**config.mk**
```make
export PLATFORM = sky130hd
export DESIGN_NAME = multicycle_control
export DESIGN_NICKNAME = d
export VERILOG_FILES = /design/src/rtl/multicycle_pkg.sv /design/src/rtl/multicycle_ctrl_decode.sv /design/src/rtl/multicycle_control.sv
export SDC_FILE = /design/constraint.sdc
export NUM_CORES = 1
export LEC_CHECK = 0
export CELL_PAD_IN_SITES_DETAIL_PLACEMENT = 1
export CELL_PAD_IN_SITES_GLOBAL_PLACEMENT = 2
export CORE_MARGIN = 2
export CORE_UTILIZATION = 26
export DETAILED_ROUTE_END_ITERATION = 8
export PLACE_DENSITY = 0.81
export SLEW_MARGIN = 20
export SYNTH_ARGS = -nofsm -noshare
export SYNTH_HDL_FRONTEND = slang
export SYNTH_SLANG_ARGS = --single-unit
export TNS_END_PERCENT = 30
```
**constraint.sdc**
```tcl
create_clock -name clk -period 2.95 [get_ports clk]
set_clock_uncertainty 0.05 [all_clocks]
set_input_delay 0.4425 -clock clk [delete_from_list [all_inputs] [get_ports clk]]
set_output_delay 0.4425 -clock clk [all_outputs]
set_load 0.1 [all_outputs]
```
**src/rtl/multicycle_pkg.sv**
```systemverilog
// Shared encodings for the multicycle processor controller: states, opcodes,
// datapath mux selects and the decoded control word.
package multicycle_pkg;

    localparam int unsigned STATE_W = 4;
    localparam int unsigned OP_W    = 6;

    typedef enum logic [STATE_W-1:0] {
        S_FETCH    = 4'd0,
        S_DECODE   = 4'd1,
        S_MEMADR   = 4'd2,
        S_MEMREAD  = 4'd3,
        S_MEMWB    = 4'd4,
        S_MEMWRITE = 4'd5,
        S_EXECUTE  = 4'd6,
        S_ALUWB    = 4'd7,
        S_BRANCH   = 4'd8,
        S_JUMP     = 4'd9,
        S_ADDIEXEC = 4'd10,
        S_ADDIWB   = 4'd11,
        S_ILLEGAL  = 4'd15
    } state_e;

    localparam logic [OP_W-1:0] OP_RTYPE = 6'b000000;
    localparam logic [OP_W-1:0] OP_LW    = 6'b100011;
    localparam logic [OP_W-1:0] OP_SW    = 6'b101011;
    localparam logic [OP_W-1:0] OP_BEQ   = 6'b000100;
    localparam logic [OP_W-1:0] OP_ADDI  = 6'b001000;
    localparam logic [OP_W-1:0] OP_J     = 6'b000010;

    localparam logic [1:0] ALUOP_ADD   = 2'b00;
    localparam logic [1:0] ALUOP_SUB   = 2'b01;
    localparam logic [1:0] ALUOP_FUNCT = 2'b10;

    localparam logic [1:0] SRCB_B       = 2'b00;
    localparam logic [1:0] SRCB_FOUR    = 2'b01;
    localparam logic [1:0] SRCB_IMM     = 2'b10;
    localparam logic [1:0] SRCB_IMM_SH2 = 2'b11;

    localparam logic [1:0] PCSRC_ALU    = 2'b00;
    localparam logic [1:0] PCSRC_ALUOUT = 2'b01;
    localparam logic [1:0] PCSRC_JUMP   = 2'b10;

    // Raw (ungated) control word produced for one state.
    typedef struct packed {
        logic       iord;
        logic       mem_read;
        logic       mem_write;
        logic       ir_write;
        logic       reg_dst;
        logic       memto_reg;
        logic       reg_write;
        logic       alu_src_a;
        logic [1:0] alu_src_b;
        logic [1:0] alu_op;
        logic [1:0] pc_src;
        logic       pc_write;
        logic       pc_write_cond;
        logic       illegal;
    } ctrl_t;

    // True for the last state of every instruction; leaving it retires one.
    function automatic logic retires(input state_e s);
        return (s == S_MEMWB)  || (s == S_MEMWRITE) || (s == S_ALUWB) ||
               (s == S_BRANCH) || (s == S_JUMP)     || (s == S_ADDIWB);
    endfunction

endpackage

```
**src/rtl/multicycle_ctrl_decode.sv**
```systemverilog
// Combinational state -> control word decoder (Moore outputs).
module multicycle_ctrl_decode
    import multicycle_pkg::*;
(
    input  state_e state_i,
    output ctrl_t  ctrl_o
);

    // Every field defaults to 0; each state only raises what it needs.
    always_comb begin
        ctrl_o = '0;
        case (state_i)
            S_FETCH: begin
                ctrl_o.mem_read  = 1'b1;
                ctrl_o.ir_write  = 1'b1;
                ctrl_o.pc_write  = 1'b1;
                ctrl_o.alu_src_b = SRCB_FOUR;
                ctrl_o.alu_op    = ALUOP_ADD;
                ctrl_o.pc_src    = PCSRC_ALU;
            end
            S_DECODE: begin
                ctrl_o.alu_src_b = SRCB_IMM_SH2;
                ctrl_o.alu_op    = ALUOP_ADD;
            end
            S_MEMADR, S_ADDIEXEC: begin
                ctrl_o.alu_src_a = 1'b1;
                ctrl_o.alu_src_b = SRCB_IMM;
                ctrl_o.alu_op    = ALUOP_ADD;
            end
            S_MEMREAD: begin
                ctrl_o.mem_read = 1'b1;
                ctrl_o.iord     = 1'b1;
            end
            S_MEMWRITE: begin
                ctrl_o.mem_write = 1'b1;
                ctrl_o.iord      = 1'b1;
            end
            S_MEMWB: begin
                ctrl_o.reg_write = 1'b1;
                ctrl_o.memto_reg = 1'b1;
            end
            S_EXECUTE: begin
                ctrl_o.alu_src_a = 1'b1;
                ctrl_o.alu_src_b = SRCB_B;
                ctrl_o.alu_op    = ALUOP_FUNCT;
            end
            S_ALUWB: begin
                ctrl_o.reg_write = 1'b1;
                ctrl_o.reg_dst   = 1'b1;
            end
            S_ADDIWB: begin
                ctrl_o.reg_write = 1'b1;
            end
            S_BRANCH: begin
                ctrl_o.alu_src_a     = 1'b1;
                ctrl_o.alu_src_b     = SRCB_B;
                ctrl_o.alu_op        = ALUOP_SUB;
                ctrl_o.pc_src        = PCSRC_ALUOUT;
                ctrl_o.pc_write_cond = 1'b1;
            end
            S_JUMP: begin
                ctrl_o.pc_write = 1'b1;
                ctrl_o.pc_src   = PCSRC_JUMP;
            end
            S_ILLEGAL: begin
                ctrl_o.illegal = 1'b1;
            end
            default: begin
            end
        endcase
    end

endmodule

```
**src/rtl/multicycle_control.sv**
```systemverilog
// Moore controller for the multicycle processor: state register, opcode
// dispatch, reset gating of strobes and a retired-instruction counter.
module multicycle_control
    import multicycle_pkg::*;
#(
    parameter int unsigned RET_W = 32
) (
    input  logic             clk,
    input  logic             reset,
    input  logic [5:0]       Op,
    input  logic             Zero,
    output logic             IorD,
    output logic             MemRead,
    output logic             MemWrite,
    output logic             IRWrite,
    output logic             RegDst,
    output logic             MemtoReg,
    output logic             RegWrite,
    output logic             ALUSrcA,
    output logic [1:0]       ALUSrcB,
    output logic [1:0]       ALUOp,
    output logic [1:0]       PCSrc,
    output logic             PCEn,
    output logic [3:0]       state,
    output logic             illegal,
    output logic [RET_W-1:0] retired
);

    state_e           state_q, state_d;
    logic [RET_W-1:0] retired_q;
    ctrl_t            ctrl;

    // State register and retired counter; reset wins over every transition.
    always_ff @(posedge clk) begin
        if (reset) begin
            state_q   <= S_FETCH;
            retired_q <= '0;
        end else begin
            state_q <= state_d;
            if (retires(state_q)) begin
                retired_q <= retired_q + RET_W'(1);
            end
        end
    end

    // Next-state logic; Op is only looked at in DECODE and MEMADR.
    always_comb begin
        state_d = S_FETCH;
        case (state_q)
            S_FETCH: state_d = S_DECODE;
            S_DECODE: begin
                case (Op)
                    OP_LW, OP_SW: state_d = S_MEMADR;
                    OP_RTYPE:     state_d = S_EXECUTE;
                    OP_BEQ:       state_d = S_BRANCH;
                    OP_ADDI:      state_d = S_ADDIEXEC;
                    OP_J:         state_d = S_JUMP;
                    default:      state_d = S_ILLEGAL;
                endcase
            end
            S_MEMADR: begin
                if (Op == OP_LW) begin
                    state_d = S_MEMREAD;
                end else if (Op == OP_SW) begin
                    state_d = S_MEMWRITE;
                end else begin
                    state_d = S_ILLEGAL;
                end
            end
            S_MEMREAD:  state_d = S_MEMWB;
            S_EXECUTE:  state_d = S_ALUWB;
            S_ADDIEXEC: state_d = S_ADDIWB;
            S_ILLEGAL:  state_d = S_ILLEGAL;
            default:    state_d = S_FETCH;
        endcase
    end

    multicycle_ctrl_decode u_decode (
        .state_i (state_q),
        .ctrl_o  (ctrl)
    );

    // Strobes and enables are held low for as long as reset is asserted.
    assign MemRead  = ctrl.mem_read  & ~reset;
    assign MemWrite = ctrl.mem_write & ~reset;
    assign IRWrite  = ctrl.ir_write  & ~reset;
    assign RegWrite = ctrl.reg_write & ~reset;
    assign PCEn     = (ctrl.pc_write | (ctrl.pc_write_cond & Zero)) & ~reset;

    assign IorD     = ctrl.iord;
    assign RegDst   = ctrl.reg_dst;
    assign MemtoReg = ctrl.memto_reg;
    assign ALUSrcA  = ctrl.alu_src_a;
    assign ALUSrcB  = ctrl.alu_src_b;
    assign ALUOp    = ctrl.alu_op;
    assign PCSrc    = ctrl.pc_src;
    assign illegal  = ctrl.illegal;
    assign state    = state_q;
    assign retired  = retired_q;

endmodule

```
# Word level (Yosys, flattened, before mapping)
# Cells that the tools add are included.
dict set report op_classes {
  n_addsub 1
  mux 17
  n_bitwise 8
  reduce_logical 14
  eq_ne 17
}
# cell count
set ops {}
lappend ops {{$pmux 4 s5} 2}
lappend ops {{$add 32x1->32 const B} 1}
lappend ops {{$pmux 4 s7} 1}
lappend ops {{$eq 4x4->1 const B} 5}
lappend ops {{$eq 4x3->1 const B} 4}
lappend ops {{$eq 6x6->1 const B} 2}
lappend ops {{$mux 1} 11}
lappend ops {{$reduce_or 2->1} 5}
lappend ops {{$eq 4x2->1 const B} 2}
lappend ops {{$mux 4} 2}
lappend ops {{$and 1x1->1} 6}
lappend ops {{$eq 6x2->1 const B} 1}
lappend ops {{$eq 6x3->1 const B} 1}
lappend ops {{$eq 6x4->1 const B} 1}
lappend ops {{$logic_not 6->1} 1}
lappend ops {{$logic_or 1x1->1} 5}
lappend ops {{$eq 4x1->1 const B} 1}
lappend ops {{$logic_not 4->1} 1}
lappend ops {{$pmux 2 s2} 1}
lappend ops {{$reduce_or 4->1} 1}
lappend ops {{$reduce_or 3->1} 1}
lappend ops {{$not 1->1} 1}
lappend ops {{$or 1x1->1} 1}
dict set report totals {
  register_bits 36
  wordCells 59
  in_bits 9
}

# Depth between registers and ports, before layout
dict set report depth {
  depth_word 6
  mapped_depth 7
  ltp_nobuf 5
}

# Cells and area by module
# From an unflattened synthesis, not the netlist that was laid out.
dict set report unflattened {
  hier_cells 286
  hier_area_um2 2243.4
}
# mod cells_per_inst area_per_inst_um2 instances
set by_module_without_submodules {}
lappend by_module_without_submodules {multicycle_control 254 2047.0 1}
lappend by_module_without_submodules {multicycle_ctrl_decode 32 196.4 1}

# Least setup slack after synthesis
# OpenSTA, ideal clock, no wires.
dict set report synth_timing {
  path_type {reg-to-output}
  startpoint {register state_q[3], in the netlist state[3]}
  endpoint {output port PCEn}
  setup_slack_ps -2605
  arrival_time_ps 5062
  path_stages_with_launch 5
  path_cell_list {dfxtp_1 > nand2b_1 > nor3_1 > a21oi_1 > o21bai_1}
}
dict set report synth_between {
  elab_chain_len 5
  word_cells_on_any_way 9
}
# item line
set synth_rtl {}
lappend synth_rtl {{from (decl)} multicycle_control.sv:29} ;# state_e state_q, state_d;
lappend synth_rtl {{from (signal assigned)} multicycle_control.sv:39} ;# state_q <= state_d;
lappend synth_rtl {{$eq 4x4->1 / $logic_not 4->1 (equally long branches)} multicycle_ctrl_decode.sv:12} ;# case (state_i)
lappend synth_rtl {{$reduce_or 2->1 (no source line) / $mux 1 (equally long branches)} n/a}
lappend synth_rtl {{$mux 1 / $and 1x1->1 (equally long branches)} {multicycle_ctrl_decode.sv:12, multicycle_control.sv:88}}
lappend synth_rtl {{$or 1x1->1 *} multicycle_control.sv:88} ;# assign PCEn = (ctrl.pc_write | (ctrl.pc_write_cond & Zero)) & ~reset;
lappend synth_rtl {{$and 1x1->1 *} multicycle_control.sv:88}
lappend synth_rtl {{to (decl)} multicycle_control.sv:23} ;# output logic PCEn,
# Mark *: on every way between the ends. The rest lies on a longest branch, timed or not.

# Worst setup path after layout
dict set report layout_timing {
  startpoint {register retired_q[7], in the netlist retired[7]}
  endpoint {register retired_q[25], in the netlist retired[25]}
}
dict set report layout_between {
  elab_chain_len 1
}
# item line
set layout_rtl {}
lappend layout_rtl {{from (decl)} multicycle_control.sv:30} ;# logic [RET_W-1:0] retired_q;
lappend layout_rtl {{from (signal assigned)} multicycle_control.sv:41} ;# retired_q <= retired_q + RET_W'(1);
lappend layout_rtl {{$add 32x1->32} multicycle_control.sv:41}
# No other way between the ends.
# A chain may end at the register's enable or synchronous reset.

==> reports/metrics.cfg <==
[sta]
finalMaxSlewViolations = 0
setup_viol = 0
min_period_over_period = 0.802
whs_ps = 444
finalCriticalPeriod_ps = 2360
timing.fmax_ghz = 0.423
worst_pin_slew_ps = 445
grt_setup_unrepaired = no
hold_viol = 0
maxSlewHeadroom = 0.703

[final_layout]
drive_gt1_frac = 0.289
syn2layout_area_growth_pct = 42.9
multi_input_area_um2 = 1320
nFillCells = 938
layout_common_cells = 50 x buf_4, 33 x dfxtp_1, 30 x nor2_1
antennaDiodeCount = 0
utilization = 0.382
fin_cells = 420
fin_nets = 327
design_area_um2 = 2930
final_common_cell = buf_4
seq_area_um2 = 732

[synth]
netlist_area_um2 = 2050
synth_ff_type = dfxtp_1
synth_top_cell_by_area = dfxtp_1
synth.area.top_cells = dfxtp_1 35%, xnor2_1 8.1%, nor2_1 6.2%, a21oi_1 4.6%, nor4_1 3.4%
synth_edf_count = 0
synth.avg_cell_area_um2 = 7.87
synth_fp_nets = 271
ys_ff_latch = 36
synth_top_area_share = 0.351
synthDistinctLibCells = 47
async_flop_share = 0
yosys_warnings = 0
syn_inst = 261
yosysSeqAreaShare = 0.351

[power]
power.internal_uw = 1310
swShare = 0.554
clockPowerShare = 0.164
ir_drop_uv = 711
p_seq_frac = 0.223
p_sw_uw = 1620
pwr-share-comb = 0.614
p_leak_uw = 0.00100
power_density_nw_per_um2 = 1000
power_uw = 2930

[floorplan]
die_w_um = 92.9
core_um2 = 7690
rows = 32
initial_core_util = 0.267
die_h_um = 92.9
die_area_um2 = 8620
pin_count = 61

[clocking]
cts_sinks = 36
numCtsBuffers = 5
path_clk_slew_ps = 80
cts_resized = 0
clk_latency_ps = 290
root_buffer = clkbuf_8
cts_setup_buffers = 0
cts_buffer_depth = 2
hold_buffers = 0
cts_tree = done
h-tree-depth = 2

[global_route]
grt_usage = 0.145
grt_pass1_vias = 2045
antenna_found_initial = 0
grt_overflow = 0
grt_pass1_wl_um = 10200
grt_start_max_net_pins = 34

[run]
max_cap_viol_count = 0

[route]
routed_wl_um = 6150
drc = 0
vias = 2118
drt_first_pass_iters = 4
postRouteAntennaNets = 0
avgViaCountPerCell = 5.04
wl_per_cell_um = 14.6
drtIter0Drc = 29

[worst_setup_path]
r2r_cells = 5
cp_cell_sequence = nand4_2 -> or2_1 -> or3_1 -> or4_1 -> a21oi_1
required_ps = 3120
crit_type = reg2reg
slowest_delay_ps = 560
crit_cells = 5
crit_buf_inv = 0
critPathCaptureType = register
cp-start-kind = register
cpLargestDelayFamily = simple AND/OR/NAND/NOR gates
crit_slowest_cell = or3_1
cp_max_fo = 10
cp.arrival_ps = 2530

[outcome]
outcome = finished, final reports clean

[placed_design]
portBuffers = 60
dp.cells = 412
post_dp_cell_area_um2 = 2810
gp_congestion = 0.737
place_hpwl_um = 4670

[worst_hold_path]
min_path_cells = 2
hp-class = reg2reg

[registers in the layout, summed over array words and instances (netlist names)]
register,cells
retired,32
state,4
[final timing paths]
check             startpoint          end  slack (ps)
hold / removal    retired[5]   retired[5]         440
setup / recovery  retired[7]  retired[25]         590
setup reg to reg  retired[7]  retired[25]         590
hold reg to reg   retired[5]   retired[5]         440
[Yosys cell counts, types with 2 or more instances]
master and n:
or3_1 8, o21a_1 2, buf_6 2, a31oi_1 3
clkbuf_8 2, nand4_1 8, or4_1 6, a211oi_1 2
clkbuf_1 10, nor4_1 11, xor2_1 3, nand2_1 16
dfxtp_1 36, o21ai_0 8, o31ai_1 5, inv_1 10
nand2b_1 4, nor3_1 12, a21oi_1 19, xnor2_1 19
and4_1 3, or3_4 2, nor2_1 34, nand3_1 13
[cell type report]
type	instances	area share
clock buffers	7	0.0328
clock inverters	1	0.0102
inverters	10	0.0128
multi-input cells	199	0.448
flip-flops and latches	36	0.249
well taps	102	0.0435
repair buffers	65	0.203
[worst register-to-register path, delay by kind of cell (launching register included)]
family	cells	cell delay, ps
compound gates	1	140
flops	1	460
simple gates	4	1650
[per-layer routing]
metal / vias to the layer above / GRT usage / wire, um
met4: 0 / 0.0368 / 66
met3: 6 / 0.0228 / 197
met2: 38 / 0.253 / 3100
met5: - / 0 / 0
met1: 1023 / 0.186 / 2790
li1: 1051 / - / -
[cell families after synthesis]
| group | after synthesis | synth area share |
|---|---|---|
| multiplexers | 1 | 0.00488 |
| AO/OA/AOI/OAI | 49 | 0.151 |
| adder cells (fa/ha/maj) | 1 | 0.00609 |
| buffers and inverters | 26 | 0.0658 |
| flip-flops | 36 | 0.351 |
| XOR/XNOR | 22 | 0.0938 |
| AND/OR/NAND/NOR | 126 | 0.328 |
[power by group through the flow]
stage | Clock (uW) | Combinational, uW | Sequential (uW)
finish | 480 | 1800 | 653
global route | 516 | 1880 | 670
CTS | 499 | 1810 | 656
detailed placement | 0 | 1810 | 667
global placement | 0 | 1790 | 670
floorplan | 0 | 1260 | 812
[through the flow]
| stage | worst slack, ps | setup TNS, ps |
|---|---|---|
| after floorplan | -250 | -1520 |
| after global placement | 699 | 0 |
| after detailed placement | 617 | 0 |
| after CTS | 589 | 0 |
| after global routing | 459 | 0 |
| final | 585 | 0 |
Note: power is estimated with default switching activity, not from simulation.
